--- src/rtl/div_sequencer.sv ---
// rtl/div_sequencer.sv - issue/retire sequencer around a multi-cycle unsigned divider
// Optional one-entry result cache enabled by defining DIV_RESULT_CACHE_EN.
module div_sequencer #(
  parameter int TAG_W = 5
) (
  input  logic             clk,
  input  logic             clr_n,
  input  logic             req_valid,
  output logic             req_ready,
  input  logic [1:0]       req_op,
  input  logic [31:0]      req_a,
  input  logic [31:0]      req_b,
  input  logic [TAG_W-1:0] req_tag,
  input  logic             flush,
  output logic             resp_valid,
  input  logic             resp_ready,
  output logic [31:0]      resp_data,
  output logic [TAG_W-1:0] resp_tag,
  output logic [31:0]      div_nume,
  output logic [31:0]      div_den,
  output logic             div_en,
  output logic             div_clr,
  input  logic             div_done,
  input  logic [31:0]      div_quotient,
  input  logic [31:0]      div_remainder
);
  typedef enum logic [2:0] {CLR, IDLE, ISSUE, WAIT, RESP} state_e;

  state_e           state_q;
  logic             rem_q, neg_q_q, neg_r_q, abort_q;
  logic [31:0]      mag_a_q, mag_b_q, data_q;
  logic [TAG_W-1:0] tag_q;

  logic        sgn, accept, special, hit;
  logic [31:0] abs_a, abs_b, special_data, hit_data, q_fix, r_fix;

  always_comb begin
    sgn   = ~req_op[0];
    abs_a = (sgn && req_a[31]) ? -req_a : req_a;
    abs_b = (sgn && req_b[31]) ? -req_b : req_b;
    special = (req_b == 32'h0) ||
              (sgn && req_a == 32'h8000_0000 && req_b == 32'hFFFF_FFFF);
    // Divide-by-zero wins over overflow; overflow needs b = -1, never 0.
    if (req_b == 32'h0) special_data = req_op[1] ? req_a : 32'hFFFF_FFFF;
    else                special_data = req_op[1] ? 32'h0 : 32'h8000_0000;
    q_fix = neg_q_q ? -div_quotient  : div_quotient;
    r_fix = neg_r_q ? -div_remainder : div_remainder;
  end

  assign accept = (state_q == IDLE) && req_valid && !flush;

`ifdef DIV_RESULT_CACHE_EN
  logic        c_valid_q, c_sgn_q, op_sgn_q;
  logic [31:0] c_a_q, c_b_q, c_quo_q, c_rem_q, op_a_q, op_b_q;

  assign hit      = c_valid_q && c_a_q == req_a && c_b_q == req_b && c_sgn_q == sgn;
  assign hit_data = req_op[1] ? c_rem_q : c_quo_q;

  always_ff @(posedge clk or negedge clr_n) begin
    if (!clr_n) begin
      c_valid_q <= 1'b0;
      c_sgn_q   <= 1'b0;
      op_sgn_q  <= 1'b0;
      c_a_q     <= 32'h0;
      c_b_q     <= 32'h0;
      c_quo_q   <= 32'h0;
      c_rem_q   <= 32'h0;
      op_a_q    <= 32'h0;
      op_b_q    <= 32'h0;
    end else begin
      if (accept) begin
        op_a_q   <= req_a;
        op_b_q   <= req_b;
        op_sgn_q <= sgn;
      end
      if ((state_q == ISSUE || state_q == WAIT) && flush) begin
        c_valid_q <= 1'b0;
      end else if (state_q == WAIT && div_done) begin
        c_valid_q <= 1'b1;
        c_a_q     <= op_a_q;
        c_b_q     <= op_b_q;
        c_sgn_q   <= op_sgn_q;
        c_quo_q   <= q_fix;
        c_rem_q   <= r_fix;
      end
    end
  end
`else
  assign hit      = 1'b0;
  assign hit_data = 32'h0;
`endif

  always_ff @(posedge clk or negedge clr_n) begin
    if (!clr_n) begin
      state_q <= CLR;
      rem_q   <= 1'b0;
      neg_q_q <= 1'b0;
      neg_r_q <= 1'b0;
      abort_q <= 1'b0;
      mag_a_q <= 32'h0;
      mag_b_q <= 32'h0;
      data_q  <= 32'h0;
      tag_q   <= '0;
    end else begin
      abort_q <= 1'b0;
      case (state_q)
        CLR: state_q <= IDLE;
        IDLE: begin
          if (accept) begin
            rem_q   <= req_op[1];
            tag_q   <= req_tag;
            neg_q_q <= sgn && (req_a[31] ^ req_b[31]);
            neg_r_q <= sgn && req_a[31];
            mag_a_q <= abs_a;
            mag_b_q <= abs_b;
            if (special) begin
              data_q  <= special_data;
              state_q <= RESP;
            end else if (hit) begin
              data_q  <= hit_data;
              state_q <= RESP;
            end else begin
              state_q <= ISSUE;
            end
          end
        end
        ISSUE, WAIT: begin
          if (flush) begin
            abort_q <= 1'b1;
            state_q <= IDLE;
          end else if (state_q == ISSUE) begin
            state_q <= WAIT;
          end else if (div_done) begin
            data_q  <= rem_q ? r_fix : q_fix;
            state_q <= RESP;
          end
        end
        RESP: if (flush || resp_ready) state_q <= IDLE;
        default: state_q <= CLR;
      endcase
    end
  end

  assign req_ready  = (state_q == IDLE);
  assign resp_valid = (state_q == RESP);
  assign div_en     = (state_q == ISSUE);
  assign div_clr    = (state_q == CLR) || abort_q;
  assign resp_data  = data_q;
  assign resp_tag   = tag_q;
  assign div_nume   = mag_a_q;
  assign div_den    = mag_b_q;
endmodule

--- config.mk ---
export PLATFORM = sky130hd
export DESIGN_NAME = div_sequencer
export DESIGN_NICKNAME = d
export VERILOG_FILES = /design/src/rtl/div_sequencer.sv
export SDC_FILE = /design/constraint.sdc
export NUM_CORES = 1
export LEC_CHECK = 0
export ABC_AREA = 1
export BUFFER_PORTS_ARGS = -buffer_cell sky130_fd_sc_hd__buf_4
export CORE_MARGIN = 2
export CORE_UTILIZATION = 49
export CTS_BUF_LIST = sky130_fd_sc_hd__clkbuf_16
export CTS_CLUSTER_DIAMETER = 40
export DETAILED_ROUTE_END_ITERATION = 7
export MAX_ROUTING_LAYER = met4
export PLACE_DENSITY_LB_ADDON = 0.25
export SLEW_MARGIN = 10
export SYNTH_ARGS = -nofsm -noshare
export SYNTH_HDL_FRONTEND = slang
export SYNTH_SLANG_ARGS = --single-unit
--- constraint.sdc ---
create_clock -name clk -period 1.65 [get_ports clk]
set_input_delay 0.165 -clock clk [delete_from_list [all_inputs] [get_ports clk]]
set_output_delay 0.165 -clock clk [all_outputs]
set_load 0.05 [all_outputs]
### After elaboration in Yosys (flattened, before gate mapping)

Cells that the tools add are included.

| word-level totals | value |
|---|---|
| input bits | 141 |
| logic and storage cells | 69 |
| output and inout port bits | 105 |
| flip-flop bits (word level) | 108 |

| cells by class | value |
|---|---|
| $add $sub $neg | 4 |
| equality and inequality tests | 13 |
| mux-type cells | 23 |
| bitwise gates (word level) | 2 |
| reduce and logical (&&, ||, !) cells | 18 |

Operators with widths:

| cell | number |
|---|---|
| 32-bit two-way mux | 13 |
| 32-bit negator | 4 |
| 32-bit equality test (second input constant) | 2 |
| 32-bit case mux with 2 select lines | 1 |
| 32-bit zero test | 1 |
| 3-bit two-way mux | 6 |
| 3-bit case mux with 4 select lines | 1 |
| 1-bit logical AND | 7 |
| 3-bit by 2-bit equality test with 1-bit output (second input constant) | 2 |
| 2-bit by 1-bit != test with 1-bit output (second input constant) | 3 |
| 2-bit != test (second input constant) | 3 |
| 6-bit AND reduction | 1 |
| 4-bit != test (second input constant) | 1 |
| 3-bit by 1-bit equality test with 1-bit output (second input constant) | 1 |
| 3-bit equality test (second input constant) | 1 |
| 3-bit zero test | 1 |
| 1-bit logical OR | 3 |
| 3-bit AND reduction | 1 |
| 1-bit two-way mux | 2 |
| 2-bit AND reduction | 1 |
| 2-bit nonzero test | 1 |
| 2-bit OR reduction | 1 |
| 1-bit zero test | 1 |
| 1-bit inverter | 1 |
| 1-bit XOR | 1 |

### Longest topological paths before layout

Gate-level depths: netlist of run 1.

| depth | value |
|---|---|
| word-level depth | 7 |
| depth in mapped cells | 13 |
| depth with buffers taken out | 13 |

### Least setup slack after synthesis of run 1

No wires, ideal clock.

| timing | value |
|---|---|
| path kind | reg2reg |
| start point | register state_q[2] |
| end point | register state_q[1] |
| required time | 1.567 ns |
| setup time | 0.083 ns |
| path buffers | 1 |
| clock period less this slack | 2.092 ns |
| cell stages (with the launch flop) | 9 |
| arrival | 2.009 ns |
| slack | -0.442 ns |
| cells stage by stage | dfrtp_1 nor2_1 inv_1 buf_2 nor2_1 nand2_1 nand2_1 inv_1 o21ai_0 |

| between the ends | value |
|---|---|
| elaborated cells on any way between the ends | 15 |
| those cells by class | eq/ne: 7; mux: 3; reduce/logical: 5 |

RTL lines:

| element | line | text |
|---|---|---|
| start: declaration | 29 | `state_e state_q;` |
| start signal: assignment | 95 | `state_q <= CLR;` |
| start signal: assignment | 107 | `CLR: state_q <= IDLE;` |
| start signal: assignment | 118 | `state_q <= RESP;` |
| 3-bit by 2-bit equality test with 1-bit output (*) | -- |  |
| via div_en | 21 | `output logic div_en,` |
| 2-bit OR reduction or 3-bit two-way mux (tied branches) | 106, 131 |  |
| 4-bit != test (no line) or 3-bit two-way mux (tied branches) | -- |  |
| 3-bit AND reduction (no line) or 3-bit case mux with 4 select lines (tied branches) | -- |  |

Mark *: on every way through the listed nets, which the timed path passes. The rest lies on a longest branch.
A chain may end at the register's enable or synchronous reset.

### Final worst setup path of run 1

| timing | value |
|---|---|
| start point | register state_q[1] |
| end point | output div_en |

| between the ends | value |
|---|---|
| word-level cells in the longest chain between the ends | 1 |

RTL lines:

| element | line | text |
|---|---|---|
| 3-bit by 2-bit equality test with 1-bit output | 146 | `assign div_en = (state_q == ISSUE);` |
| end: declaration | 21 |  |

No other way between the ends.

==> results of run 1 <==
[report_power, final]
part / internal, uW / switching [uW]
Sequential: 3820 / 903
Clock: 1190 / 1090
Combinational: 5440 / 10000
Total: 10400 / 12000
[cells in the mapped netlist, drive strengths merged (3+ instances only)]
cell      n  area (um2)
nand2   445        1690
nor2    259        1040
nand3   169         873
inv     117         439
dfrtp   108        2700
o21ai   104         524
a21oi    48         270
xor2     32         280
clkbuf   30         153
buf      23         138
nand4    23         159
nand3b   10        75.1
nor3     10        50.1
or2      10        62.6
xnor2     8        70.1
a31oi     7        43.8
ha        5        62.6
o211ai    5        37.5
o21bai    5        37.5
o22ai     3        18.8
[flip-flops by register name, summed over array words and instances, names as in the netlist]
signal and cells:
neg_r_q 1, state_q 3, neg_q_q 1, resp_data 32, rem_q 1, abort_q 1, resp_tag 5, div_nume 32
div_den 32
[metrics by stage]
step           hold slack, ps  cell area [um2]  total power (uW)  setup WS [ps]
2_1_floorplan            -131             8780             13000           -118
3_3_place_gp              180            11800             17700           -316
3_5_place_dp              174            11800             17900           -340
4_1_cts                 0.454            12500             21300          -95.4
5_1_grt                  16.3            12900             23600           -156
6_report                 1.65            12900             22500          -96.4
[worst paths after layout]
| kind | start | endpoint | cells after the start |
|---|---|---|---|
| worst max register to register | state_q[1] | resp_data[21] | 12 |
| worst min register to register | resp_tag[4] | resp_tag[4] | 2 |
| worst min-delay path | req_tag[1] | resp_tag[1] | 3 |
| min in group asynchronous | clr_n | resp_data[29] | 3 |
| max in group asynchronous | clr_n | resp_tag[2] | 3 |
| worst max-delay path | state_q[1] | div_en | 8 |
[per-layer routing]
layer | up-vias | share of wire | GRT usage
met1 | 5251 | 0.41 | 0.493
li1 | 5316 | - | -
met2 | 629 | 0.47 | 0.580
met3 | 92 | 0.098 | 0.0699
met5 | - | 0 | -
met4 | 0 | 0.027 | 0.104
[repair_timing]
item	in CTS	in global routing
hold endpoints to repair	111	0
hold buffers	4	0
pin swaps	4	20
gates cloned	5	2
buffers inserted	4	9
gates resized for setup	71	81
endpoints found under the setup margin	34	60
[logic make-up (layout without fill, tap and decap cells)]
logic type / after synthesis / after routing / share of synthesized area
fa+ha+maj: 5 / 5 / 0.00713
buf+inv: 172 / 533 / 0.0841
flops: 108 / 108 / 0.308
compound gates: 176 / 176 / 0.110
xor+xnor: 40 / 40 / 0.0399
simple gates: 928 / 928 / 0.451
[final cells by class]
class	instances	area [um2]	area share
Multi-Input combinational cell	1149	5750	0.447
Timing Repair Buffer	398	3360	0.261
Sequential cell	108	2700	0.210
Inverter	119	469	0.0365
Tap cell	225	282	0.0219
Clock buffer	9	225	0.0175
Clock inverter	7	75.1	0.00584
[worst max-delay path, cell delays in order (launching register included)]
cell,delay [ps]
dfrtp_1,370
inv_2,70
buf_6,120
nor2_4,110
buf_6,140
inv_6,40
buf_12,120
nor2_4,100
buf_8,150
[cell usage in the layout, fill, tap and decap left out, types with 8 or more instances in the layout]
cell type and n:
buf_6 9, nor2_2 25, nand2_1 420, nand2_4 9, nor2_4 30, a21oi_2 16, xnor2_1 8, nor2_1 204
dfrtp_1 107, nand2_2 15, nand3_1 163, nor3_1 10, clkbuf_16 11, xor2_1 32, o21ai_0 89, nand4_1 22
a21oi_1 32, nand3b_1 10, buf_12 15, buf_4 362, inv_1 107
==> metrics.md, run 1 <==
| Metric | Value |
|---|---|
| Max Cap Viol | `0` |
| Pre-antenna DRT Iters | `8` |
| Status | `finished, violations left` |
| Netlist cell types | `44` |
| Setup TNS | `-1540 ps` |
| IO Pins | `around 250` |
| CTS buffer count | `9` |
| CTS tree | `built` |
| Core area | `0.0174 mm2` |
| Die Span Y | `138 um` |
| Final Hold Vio Count | `0` |
| Pin count of the biggest net entering global routing | `79` |
| Main synth FF type | `dfrtp_1` |
| Via density | `about 5.6` |
| Worst slew margin | `0.723` |
| Crit Path Max Fanout | `2` |
| Placed cells | `between 1.5k and 2k` |
| Post-synthesis cell count | `1,429` |
| Critical Path Sink Type | `output pin` |
| DRC | `0` |
| Die X | `138 um` |
| NumNets Final | `1,931` |
| DR vias | `11.3k` |
| CTS Buffer Depth | `2` |
| R2R setup slack | `-90 ps` |
| Period utilization | `1.06` |
| Overall routing resource usage | `0.371` |
| Drt first-iter violations | `1,114` |
| HP Class | `primary input to flip-flop` |
| I/O Buffers | `roughly 250` |
| Synth Register Bits | `roughly 110` |
| Crit path kind | `flip-flop to output pin` |
| Htree depth | `3` |
| Fin cells | `2,015` |
| Hpwl dp | `26.3 mm` |
| Worst slew pin tran | `411 ps` |
| Post-synth EDFFs | `0` |
| Number of global-route vias before repair | `10.3k` |
| Pins over their slew limit | `0` |
| GR Overflow Total | `0` |
| Drt total wl | `35.2 mm` |
| Final setup margin | `-96.4 ps` |
| Final GP Congestion | `0.982` |
| Die area | `roughly 0.019 mm2` |
| Max Clk Rate | `0.573 GHz` |
| Detail Route Antenna Nets | `0` |
| Root buf cell | `clkbuf_16` |
| Core Util, Final | `0.739` |
| Global-route wire length before repair | `53.0 mm` |
| RSZ-0062 raised after global routing | `true` |
| Net Count, Synth | `1,575` |
| Ratio of cells with drive above 1 in the final layout | `0.302` |
| Sequential-to-total area share from yosys stat | `0.308` |
| Share of synthesized flip-flops with an asynchronous set or reset | `1.00` |
| WL/cell | `between 15 and 20 um` |
| Final setup fails | `33` |
| CP required | `1480 ps` |
| Worst clock skew | `between 9 and 10 ps` |
| Synthesis warning total | `0` |
| Starting density of the core | `0.504` |
| Worst setup SP type | `flip-flop` |
| FILL cells | `1,442` |
| FP Rows | `between 40 and 50` |
| Post-synthesis instance area | `between 0.008 and 0.009 mm2` |
| Leak | `between 0.006 and 0.007 uW` |
| CTS Sinks | `108` |
| Arrival time at the worst endpoint | `approximately 1600 ps` |
| Area grow syn2layout | `46.6%` |
| Ant. Diodes | `0` |
| Skew-Pair Late Insertion Delay | `370 ps` |
| Reg clk slew, reported paths | `around 80 ps` |
| Minimum clock period | `1750 ps` |
| Violated checks | `setup timing` |
| Synth Area per Inst | `6.14 um2` |
| Initial antenna violation count | `0` |
| Pwr Density | `1750 mW/mm2` |
| VDD IR-drop max | `1750 uV` |
Note: power is estimated with default switching activity, not from simulation.
==> run 2: changes to the inputs <==
--- a/config.mk
+++ b/config.mk
@@ -8,7 +8,7 @@
 export ABC_AREA = 1
 export BUFFER_PORTS_ARGS = -buffer_cell sky130_fd_sc_hd__buf_4
 export CORE_MARGIN = 2
-export CORE_UTILIZATION = 49
+export CORE_UTILIZATION = 48
 export CTS_BUF_LIST = sky130_fd_sc_hd__clkbuf_16
 export CTS_CLUSTER_DIAMETER = 40
 export DETAILED_ROUTE_END_ITERATION = 7
==> run 2 against run 1 <==
Compared with the run above: the run still ends with setup timing left; maximum frequency shrank 1.5%; setup slack got worse by 26 ps; hold slack better by 2.4 ps; global-route usage is 2.0 points lower; clock skew fell by 1.7 ps; die area grew 2.0%; largest cell class unchanged; first-iteration DRC count fell by 14%; total power decreased by 8.1%.
==> metrics.md, run 2 (synthesis results as in run 1) <==
| Metric | Value |
|---|---|
| HP Class | `primary input to flip-flop (unchanged)` |
| Die Span Y | `139 um (was 138 um)` |
| Skew-Pair Late Insertion Delay | `370 ps (about the same)` |
| Reg clk slew, reported paths | `80 ps (about the same)` |
| Starting density of the core | `0.488 (was 0.504)` |
| Minimum clock period | `1770 ps (was 1750 ps)` |
| Period utilization | `1.07 (was 1.06)` |
| Worst setup SP type | `flip-flop (unchanged)` |
| Final setup margin | `-122 ps (was -96.4 ps)` |
| GR Overflow Total | `0 (unchanged)` |
| Overall routing resource usage | `0.351 (was 0.371)` |
| FP Rows | `49 (was 48)` |
| Drt total wl | `33.8 mm (was 35.2 mm)` |
| Placed cells | `1,992 (was 1,977)` |
| Pwr Density | `1670 mW/mm2 (was 1750 mW/mm2)` |
| Critical Path Sink Type | `output pin (unchanged)` |
| Root buf cell | `clkbuf_16 (unchanged)` |
| Pin count of the biggest net entering global routing | `81 (was 79)` |
| CTS Buffer Depth | `2 (unchanged)` |
| Max Clk Rate | `0.564 GHz (was 0.573 GHz)` |
| Area grow syn2layout | `41.4% (was 46.6%)` |
| Status | `finished, violations left (unchanged)` |
| Commonest non-fill, non-tap cell in the layout | `nand2_1 (unchanged)` |
| RSZ-0062 raised after global routing | `true (unchanged)` |
| Worst clock skew | `7.83 ps (was 9.48 ps)` |
| Violated checks | `setup timing (unchanged)` |
| Htree depth | `3 (unchanged)` |
| CP required | `1480 ps (about the same)` |
| Fin cells | `2,022 (was 2,015)` |
| Hpwl dp | `26.8 mm (was 26.3 mm)` |
| Crit path kind | `flip-flop to output pin (unchanged)` |
| WL/cell | `16.7 um (was 17.5 um)` |
| I/O Buffers | `245 (unchanged)` |
| Initial antenna violation count | `0 (unchanged)` |
| Detail Route Antenna Nets | `0 (unchanged)` |
| Most frequent cells in the layout | `nand2_1 (440), buf_4 (376), nor2_1 (223) (was nand2_1 (420), buf_4 (362), nor2_1 (204))` |
| IO Pins | `246 (unchanged)` |
| Final setup fails | `12 (was 33)` |
| Leak | `0.00635 uW (was 0.00655 uW)` |
| Global-route wire length before repair | `52.3 mm (was 53.0 mm)` |
| Ant. Diodes | `0 (unchanged)` |
| Die X | `139 um (was 138 um)` |
| Arrival time at the worst endpoint | `1610 ps (was 1580 ps)` |
| Max Cap Viol | `0 (unchanged)` |
| Pre-CTS setup slack | `-409 ps (was -340 ps)` |
| NumNets Final | `1,934 (was 1,931)` |
| CTS buffer count | `9 (unchanged)` |
| Core area | `0.0180 mm2 (was 0.0174 mm2)` |
| Worst slew pin tran | `552 ps (was 411 ps)` |
| CTS tree | `built (unchanged)` |
| Crit Path Max Fanout | `2 (unchanged)` |
| Worst slew margin | `0.632 (was 0.723)` |
| Pre-antenna DRT Iters | `6 (was 8)` |
| Drt first-iter violations | `958 (was 1,114)` |
| Final GP Congestion | `1.01 (was 0.982)` |
| Number of global-route vias before repair | `10.1k (was 10.3k)` |
| Final Hold Vio Count | `0 (unchanged)` |
| VDD IR-drop max | `1390 uV (was 1750 uV)` |
| Setup TNS | `-206 ps (was -1540 ps)` |
| DR vias | `10.8k (was 11.3k)` |
| Via density | `5.33 (was 5.60)` |
| CTS Sinks | `108 (unchanged)` |
| Pins over their slew limit | `0 (unchanged)` |
| Ratio of cells with drive above 1 in the final layout | `0.272 (was 0.302)` |
| DRC | `0 (unchanged)` |
| Die area | `0.0194 mm2 (was 0.0190 mm2)` |
==> run 2: cell count changes in the layout (fill, tap and decap cells not counted), moves of 4 or more <==
| cell | before | now |
|---|---|---|
| buf_4 | 362 | 376 |
| nand2_1 | 420 | 440 |
| buf_16 | 5 | 0 |
| nor2_4 | 30 | 14 |
| nand2_4 | 9 | 1 |
| nor2_1 | 204 | 223 |
| buf_12 | 15 | 10 |
| o21ai_2 | 7 | 3 |
| a21oi_2 | 16 | 10 |
| nand2_2 | 15 | 4 |
| a21oi_1 | 32 | 38 |
==> run 2: critical path: stages (launching register included) <==
cell and delay [ps]:
dfrtp_1 380, inv_2 50, buf_6 110, nor2_4 100, buf_6 120, clkinvlp_4 90, buf_6 130, nor2_4 100
buf_8 150
==> run 2: report_power, final <==
group / leakage [uW] / internal, uW / switching (uW)
clock network: 0.000127 / 1030 / 1110
registers: 0.00135 / 3810 / 760
logic: 0.00487 / 4620 / 9310
total: 0.00635 / 9470 / 11200
==> run 2: timing repair <==
action                                  in CTS  in global routing
pin swaps                                    1                  7
cloned                                       0                  2
endpoints found under the setup margin      25                 39
buffers inserted                             4                  3
resized for setup                           13                 45
hold buffers                                 5                  0
hold endpoints to repair                    38                  0
==> run 2: worst paths after layout <==
check	startpoint	to	slack (ps)	cells after the start
min reg2reg	div_den[31]	div_den[31]	480	2
max reg2reg	state_q[1]	resp_data[16]	-30	11
max	state_q[1]	div_en	-120	8
max in group asynchronous	clr_n	div_den[6]	620	3
min	req_tag[4]	resp_tag[4]	4	3
min in group asynchronous	clr_n	div_nume[28]	320	2
==> run 2: cell type report <==
type                            instances  area, um2
Fill cell                            1622       5560
Multi-Input combinational cell       1149       5460
Timing Repair Buffer                  401       3220
Sequential cell                       108       2700
Inverter                              119        458
Tap cell                              229        287
Clock buffer                            9        225
Clock inverter                          7       51.3
==> run 2: through the flow <==
stage	util	power (uW)	instance area, um2	hold WS, ps
floorplan	-	13000	8780	-131
detailed placement	0.658	17900	11800	174
CTS	0.680	20200	12200	5.25
finish	0.690	20700	12400	4.01
global route	0.690	21900	12400	7.65
global placement	0.658	17700	11800	171
==> run 2: layer usage <==
metal  global-route usage  wire (um)  part of all wire  vias up
met5                    -          0                 0        -
met4                0.102        966             0.029        0
met3                0.108       3250             0.096       70
met2                0.527      15000              0.44      475
met1                0.459      14600              0.43     4925
li1                     -          -                 -     5314
